[config.mk]
export PLATFORM = sky130hd
export DESIGN_NAME = instr_fetch_unit
export DESIGN_NICKNAME = d
export VERILOG_FILES = /design/src/rtl/instr_fetch_unit.sv
export SDC_FILE = /design/constraint.sdc
export NUM_CORES = 1
export LEC_CHECK = 0
export ABC_CLOCK_PERIOD_IN_PS = 5900
export CAP_MARGIN = 20
export CELL_PAD_IN_SITES_DETAIL_PLACEMENT = 2
export CELL_PAD_IN_SITES_GLOBAL_PLACEMENT = 2
export CORE_MARGIN = 3
export CORE_UTILIZATION = 24
export DETAILED_ROUTE_END_ITERATION = 12
export PLACE_DENSITY_LB_ADDON = 0.1
export SLEW_MARGIN = 10
export SYNTH_ARGS = -nofsm -noshare
export SYNTH_HDL_FRONTEND = slang
export SYNTH_SLANG_ARGS = --single-unit
[constraint.sdc]
create_clock -name CLK -period 5.9 [get_ports CLK]
set_input_delay 1.475 -clock CLK [delete_from_list [all_inputs] [get_ports CLK]]
set_output_delay 1.475 -clock CLK [all_outputs]
set_load 0.01 [all_outputs]
[src/rtl/instr_fetch_unit.sv]
// instr_fetch_unit: PC-side fetch engine over a req/gnt + rvalid memory bus with flush and timeout.
// Optional macro FETCH_ALIGN_CHECK_EN reports misaligned fetch addresses as errors without a memory access.
`default_nettype none

module instr_fetch_unit #(
  parameter int                    ADDR_WIDTH     = 32,
  parameter int                    DATA_WIDTH     = 32,
  parameter int                    TIMEOUT_CYCLES = 16,
  parameter logic [DATA_WIDTH-1:0] NOP_INSTR      = '0
) (
  input  logic                  CLK,
  input  logic                  RST,
  input  logic                  fetch_req,
  input  logic [ADDR_WIDTH-1:0] fetch_addr,
  output logic                  fetch_ready,
  output logic                  stall,
  input  logic                  flush,
  output logic                  instr_valid,
  output logic [DATA_WIDTH-1:0] instr,
  output logic                  fetch_err,
  input  logic                  instr_ack,
  output logic                  mem_req,
  output logic [ADDR_WIDTH-1:0] mem_addr,
  input  logic                  mem_gnt,
  input  logic                  mem_rvalid,
  input  logic [DATA_WIDTH-1:0] mem_rdata
);

  localparam int CNT_W = $clog2(TIMEOUT_CYCLES + 1);
  localparam logic [CNT_W-1:0] TIMEOUT_VAL = CNT_W'(TIMEOUT_CYCLES);

  typedef enum logic [2:0] {
    S_IDLE  = 3'd0,
    S_REQ   = 3'd1,
    S_WAIT  = 3'd2,
    S_HOLD  = 3'd3,
    S_DRAIN = 3'd4
  } state_e;

  state_e                  state_q, state_d;
  logic                    mem_req_q, mem_req_d;
  logic [ADDR_WIDTH-1:0]   mem_addr_q, mem_addr_d;
  logic                    instr_valid_q, instr_valid_d;
  logic [DATA_WIDTH-1:0]   instr_q, instr_d;
  logic                    fetch_err_q, fetch_err_d;
  logic [CNT_W-1:0]        cnt_q, cnt_d;
  logic [CNT_W-1:0]        cnt_inc;
  logic                    timeout_hit;

  // Saturating increment: the counter never wraps back to zero.
  assign cnt_inc     = (cnt_q == TIMEOUT_VAL) ? cnt_q : cnt_q + 1'b1;
  assign timeout_hit = (cnt_inc == TIMEOUT_VAL);

  always_ff @(posedge CLK) begin
    if (RST) begin
      state_q       <= S_IDLE;
      mem_req_q     <= 1'b0;
      mem_addr_q    <= '0;
      instr_valid_q <= 1'b0;
      instr_q       <= NOP_INSTR;
      fetch_err_q   <= 1'b0;
      cnt_q         <= '0;
    end else begin
      state_q       <= state_d;
      mem_req_q     <= mem_req_d;
      mem_addr_q    <= mem_addr_d;
      instr_valid_q <= instr_valid_d;
      instr_q       <= instr_d;
      fetch_err_q   <= fetch_err_d;
      cnt_q         <= cnt_d;
    end
  end

  always_comb begin
    state_d       = state_q;
    mem_req_d     = mem_req_q;
    mem_addr_d    = mem_addr_q;
    instr_valid_d = instr_valid_q;
    instr_d       = instr_q;
    fetch_err_d   = fetch_err_q;
    cnt_d         = cnt_q;

    case (state_q)
      S_IDLE: begin
        if (fetch_req && !flush) begin
`ifdef FETCH_ALIGN_CHECK_EN
          if (fetch_addr[1:0] != 2'b00) begin
            instr_d       = NOP_INSTR;
            fetch_err_d   = 1'b1;
            instr_valid_d = 1'b1;
            state_d       = S_HOLD;
          end else begin
            mem_addr_d = fetch_addr & ~ADDR_WIDTH'(3);
            mem_req_d  = 1'b1;
            state_d    = S_REQ;
          end
`else
          mem_addr_d = fetch_addr & ~ADDR_WIDTH'(3);
          mem_req_d  = 1'b1;
          state_d    = S_REQ;
`endif
        end
      end

      S_REQ: begin
        if (mem_gnt) begin
          // A granted request must still have its response drained even when flushed.
          mem_req_d = 1'b0;
          cnt_d     = '0;
          state_d   = flush ? S_DRAIN : S_WAIT;
        end else if (flush) begin
          mem_req_d = 1'b0;
          state_d   = S_IDLE;
        end
      end

      S_WAIT: begin
        cnt_d = cnt_inc;
        if (flush) begin
          state_d = (mem_rvalid || timeout_hit) ? S_IDLE : S_DRAIN;
        end else if (mem_rvalid) begin
          instr_d       = mem_rdata;
          fetch_err_d   = 1'b0;
          instr_valid_d = 1'b1;
          state_d       = S_HOLD;
        end else if (timeout_hit) begin
          instr_d       = NOP_INSTR;
          fetch_err_d   = 1'b1;
          instr_valid_d = 1'b1;
          state_d       = S_HOLD;
        end
      end

      S_HOLD: begin
        if (flush || instr_ack) begin
          instr_valid_d = 1'b0;
          fetch_err_d   = 1'b0;
          state_d       = S_IDLE;
        end
      end

      S_DRAIN: begin
        cnt_d = cnt_inc;
        if (mem_rvalid || timeout_hit) begin
          state_d = S_IDLE;
        end
      end

      default: begin
        mem_req_d     = 1'b0;
        instr_valid_d = 1'b0;
        fetch_err_d   = 1'b0;
        state_d       = S_IDLE;
      end
    endcase
  end

  assign fetch_ready = (state_q == S_IDLE);
  assign stall       = (state_q != S_IDLE);
  assign mem_req     = mem_req_q;
  assign mem_addr    = mem_addr_q;
  assign instr_valid = instr_valid_q;
  assign instr       = instr_q;
  assign fetch_err   = fetch_err_q;

endmodule

`default_nettype wire

**Word-level counts from Yosys, hierarchy flattened**

Index checks and enable logic that the tools add are counted.

- Logic and storage cells: 70
- Output and inout bits: 69
- Bits in latches: 0
- Bits in registers: 73
- Bits of input ports: 71
- Memories kept: 0
- RAM bits: 0
- Bits in read-only memories: 0

- Shift-type cells: 0
- Magnitude comparators: 0
- Mux-type cells: 28
- Multipliers: 0
- Reduce and logical (&&, ||, !) cells: 17
- Div/mod/pow operators: 0
- Add/subtract/negate cells: 1
- Bitwise gates (word level): 3
- Equality and inequality tests: 14

Operators with widths:

| cell | count |
|---|---|
| 32-bit 2-to-1 mux | 2 |
| 3-bit 2-to-1 mux | 10 |
| 3-bit case mux with 5 select lines | 1 |
| 5-bit == test (second input constant) | 2 |
| 5-bit 2-to-1 mux | 2 |
| 5-bit case mux with 2 select lines | 1 |
| 1-bit 2-to-1 mux | 9 |
| 1-bit case mux with 3 select lines | 3 |
| 2-bit != test (second input constant) | 4 |
| 3-bit by 2-bit == test with 1-bit output (second input constant) | 2 |
| 3-bit != test (second input constant) | 2 |
| 3-bit AND reduction | 2 |
| 3-bit OR reduction | 2 |
| 5-bit by 1-bit adder with 5-bit output (second input constant) | 1 |
| 5-bit AND reduction | 1 |
| 4-bit != test (second input constant) | 1 |
| 2-bit AND reduction | 2 |
| 4-bit AND reduction | 1 |
| 2-bit nonzero test | 2 |
| 3-bit by 1-bit == test with 1-bit output (second input constant) | 1 |
| 3-bit == test (second input constant) | 1 |
| 3-bit zero test | 1 |
| 1-bit NOT | 3 |
| 3-bit nonzero test | 1 |
| 5 further kinds | 6 |

**Depth between registers and ports, before layout**

- Depth in word-level cells: 7
- Mapped depth: 9
- Depth with buffers taken out: 7

**Least setup slack after synthesis**

OpenSTA, ideal clock, no wires.

- Path kind: input to register
- From: in flush
- To: reg instr_q[22] (netlist: instr[22])
- Library setup time: 0.117 ns
- Arrival time: 2.460 ns
- Path buffers: 2
- Stages on the path: 6
- Slack: 3.323 ns
- Data required time: 5.783 ns
- Path through: nor3_1 -> nand2_1 -> a21o_1 -> buf_6 -> buf_6 -> a32o_1

- Cells in the longest elaborated chain, start to end: 2

RTL lines:

| element | RTL line | text |
|---|---|---|
| from (decl) | 17 | `input logic flush,` |
| 1-bit NOT (no source line) | n/a |  |
| 3-bit AND reduction (no source line) | n/a |  |
| to (signal assigned) | 68 | `instr_q <= instr_d;` |
| to (decl) | 44 | `logic [DATA_WIDTH-1:0] instr_q, instr_d;` |

Every way passes these cells.
A chain may end at the register's enable or synchronous reset.

**Worst setup path after layout**

- From: in flush
- To: reg mem_addr_q[21] (netlist: mem_addr[21])

- Cells in the longest elaborated chain, start to end: 3

RTL lines:

| element | RTL line | text |
|---|---|---|
| 1-bit zero test | 85 | `if (fetch_req && !flush) begin` |
| 1-bit logical AND | 85 |  |
| 2-bit AND reduction (no source line) | n/a |  |
| to (signal assigned) | 66 | `mem_addr_q <= mem_addr_d;` |
| to (decl) | 42 | `logic [ADDR_WIDTH-1:0] mem_addr_q, mem_addr_d;` |

Every way passes these cells.

==> flow_summary.yaml <==
status:
  status: "finished, final reports clean"
critical_path:
  required_ps: 6150
  worst-path-buf-inv: 2
  cp-end-kind: "flip-flop"
  cp_slowest_cell: "and3b_1"
  slowest_delay_ps: 880
  cp.arrival_ps: 3730
  crit_path_max_fanout: 25
  crit_chain: "clkdlybuf4s50_1 > nor3_1 > and3b_1 > buf_4 > nand2_1 > a21oi_1"
  crit_family: "simple AND/OR/NAND/NOR gates"
  startpoint_type: "input port"
  criticalPathCategory: "in -> reg"
sta:
  rsz0062_at_grt: "false"
  hold_ws_ps: 458.9
  clock_skew_ps: 7.676
  min_period_ps: 3476
  max_slew_margin_pct: 33.66
  worst_slack_ps: 2424
  maxSlewViolCount: 0
  timing.fmax_mhz: 287.7
  finalSetupTns_ps: 0
  tightest_slew_ps: 995.1
  min_period_over_period_pct: 58.91
  finalSetupViolations: 0
  finalHoldViolCount: 0
route:
  drt_first_pass_iters: 4
  vias: 2778
  drc: 0
  viasPerCell: 4.773
  drt-wirelength-per-cell_um: 16.54
  wirelength_um: 9629
  drtIter0Drc: 59
  postRouteAntennaNets: 0
floorplanning:
  start_util_pct: 24.71
  rows: 39
  core_area_um2: 11470
  chipHeight_um: 114.7
  io_pins: 140
  die-area_um2: 13150
  die_w_um: 114.7
synthesis:
  synthTopCellsByCount: "73 x dfxtp_1, 68 x nand2_1, 39 x a21oi_1"
  synth_cells: 309
  syn_area_um2: 2834
  yosysTopAreaCell: "dfxtp_1"
  yosysWarnings: 0
  synth_edf_count: 0
  async_flop_share_pct: 0
  ys_seq_elements: 73
  synth_top_area_share_pct: 51.57
  yosysMostFrequentCell: "dfxtp_1"
  synth_area_per_cell_um2: 9.171
  synth-seq-area-share_pct: 51.57
  synth_cell_type_count: 38
  synth-main-ff-cell: "dfxtp_1"
  synth_area_leaders: "dfxtp_1 52%, a32o_1 11%, nand2_1 9.0%"
place:
  pre_cts_ws_ps: 2007
  port_buffers: 135
  place.gp.congestion: 0.7188
  hpwl_um: 6687
  place_inst: 566
layout:
  diodes: 0
  area_growth_pct: 61.94
  nNetsFinal: 507
  fill_cells: 1305
  drive_above_1_share_pct: 5.695
  multi_input_area_um2: 1207
  seq_area_um2: 1461
  final_cell_count_no_fill: 582
clock_tree:
  postCtsResizedCells: 0
  clk_pin_slew_ps: 60
  clock_path_buffers: 2
  cts_buffers: 9
  cts_root_buf: "clkbuf_16"
  cts_tree: "done"
  clock_latency_ps: 330
  cts_setup_buffers: 0
  holdBufCountCts: 0
  clock-sinks: 73
  htreeDepth: 3
global_route:
  grt-ovfl-total: 0
  grt_pass1_vias: 2949
  grt_pass1_wl_um: 14850
  grt_max_degree: 43
  grt_usage_pct: 14.42
  antenna_found_initial: 0
job:
  maxCapViolations: 0
power:
  power_density_nw_per_um2: 268.2
  p_leak_nw: 1.617
  peakVddDrop_v: 0.0001602
min_path:
  hold_class: "reg -> reg"
-- power by group --
| group | total [W] | switching [W] | internal [W] | leakage (nW) |
|---|---|---|---|---|
| Clock | 0.000592 | 0.000209 | 0.000383 | 0.153 |
| Sequential | 0.000513 | 0.00000759 | 0.000505 | 0.592 |
| Combinational | 0.000126 | 0.0000526 | 0.0000735 | 0.873 |
-- area by class of cell --
class	instances	area share, %
timing repair buffer	141	30.43
inverter	6	0.4907
clock buffer	12	5.371
clock inverter	4	1.663
tap	143	3.899
sequential	73	31.84
multi-input combinational	203	26.31
-- kinds of logic (layout without fill, tap and decap cells) --
family | after synthesis | count (layout) | synth area share [%]
buffers and inverters | 34 | 163 | 6.136
xor gates and xnor gates | 1 | 1 | 0.3091
and+or+nand+nor | 104 | 104 | 16.25
AOI/OAI and AO/OA | 92 | 92 | 24.02
muxes | 2 | 2 | 0.7064
other | 1 | 2 | 0.1323
DFF | 73 | 73 | 51.57
adders and majority gates | 2 | 2 | 0.8829
-- path summary, 6_finish.rpt --
| check | start | to | slack, ps | cells past startpoint |
|---|---|---|---|---|
| worst min register to register | mem_addr[17] | mem_addr[17] | 460 | 2 |
| worst max register to register | cnt_q[0] | instr[21] | 3660 | 8 |
| worst max-delay path | flush | mem_addr[21] | 2420 | 6 |
| worst min-delay path | mem_addr[17] | mem_addr[17] | 460 | 2 |
-- placed cells by master (no fill, tap or decap), types with 2 or more instances in the layout --
cell type / instances
a21boi_0: 2
a21o_1: 2
a21oi_1: 39
a31oi_1: 2
a32o_1: 32
buf_4: 6
bufinv_16: 2
clkbuf_1: 2
clkbuf_16: 9
clkdlybuf4s50_1: 135
conb_1: 2
dfxtp_1: 73
ha_1: 2
inv_1: 6
mux2i_1: 2
nand2_1: 68
nand2b_1: 4
nand3_1: 4
nand3b_1: 4
nor2_1: 13
nor2b_1: 4
o21ai_0: 4
o22ai_1: 3
-- worst reg2reg max path: stages, from the launching register on --
cell and delay [ps]:
dfxtp_1 340, inv_1 100, ha_1 160, nor4bb_1 340, xnor2_1 210, o211ai_2 210, a21o_1 220, buf_4 240
a32o_1 320
-- state kept, by name, indices dropped and copies added (netlist names) --
register     cells
instr           32
mem_addr        30
cnt_q            5
state_q          3
fetch_err        1
instr_valid      1
mem_req          1
-- metrics by stage --
step | instance area [µm²] | total power, W | util (%)
after floorplan | 2838 | 0.0005678 | -
after global placement | 4267 | 0.0006490 | 37.21
after detailed placement | 4267 | 0.0006523 | 37.21
after CTS | 4589 | 0.001255 | 40.02
after global routing | 4589 | 0.001284 | 40.02
final | 4589 | 0.001231 | 40.02
-- routing by layer --
| metal | global-route usage, % | routed length (µm) | share of wire (%) | vias to the layer above |
|---|---|---|---|---|
| met3 | 7.082 | 908 | 9.4 | 6 |
| li1 | - | - | - | 1349 |
| met4 | 4.038 | 79 | 0.82 | 0 |
| met1 | 15.69 | 3917 | 41 | 1332 |
| met5 | 0 | 0 | 0 | - |
| met2 | 24.80 | 4724 | 49 | 91 |
Note: power is estimated with default switching activity, not from simulation.
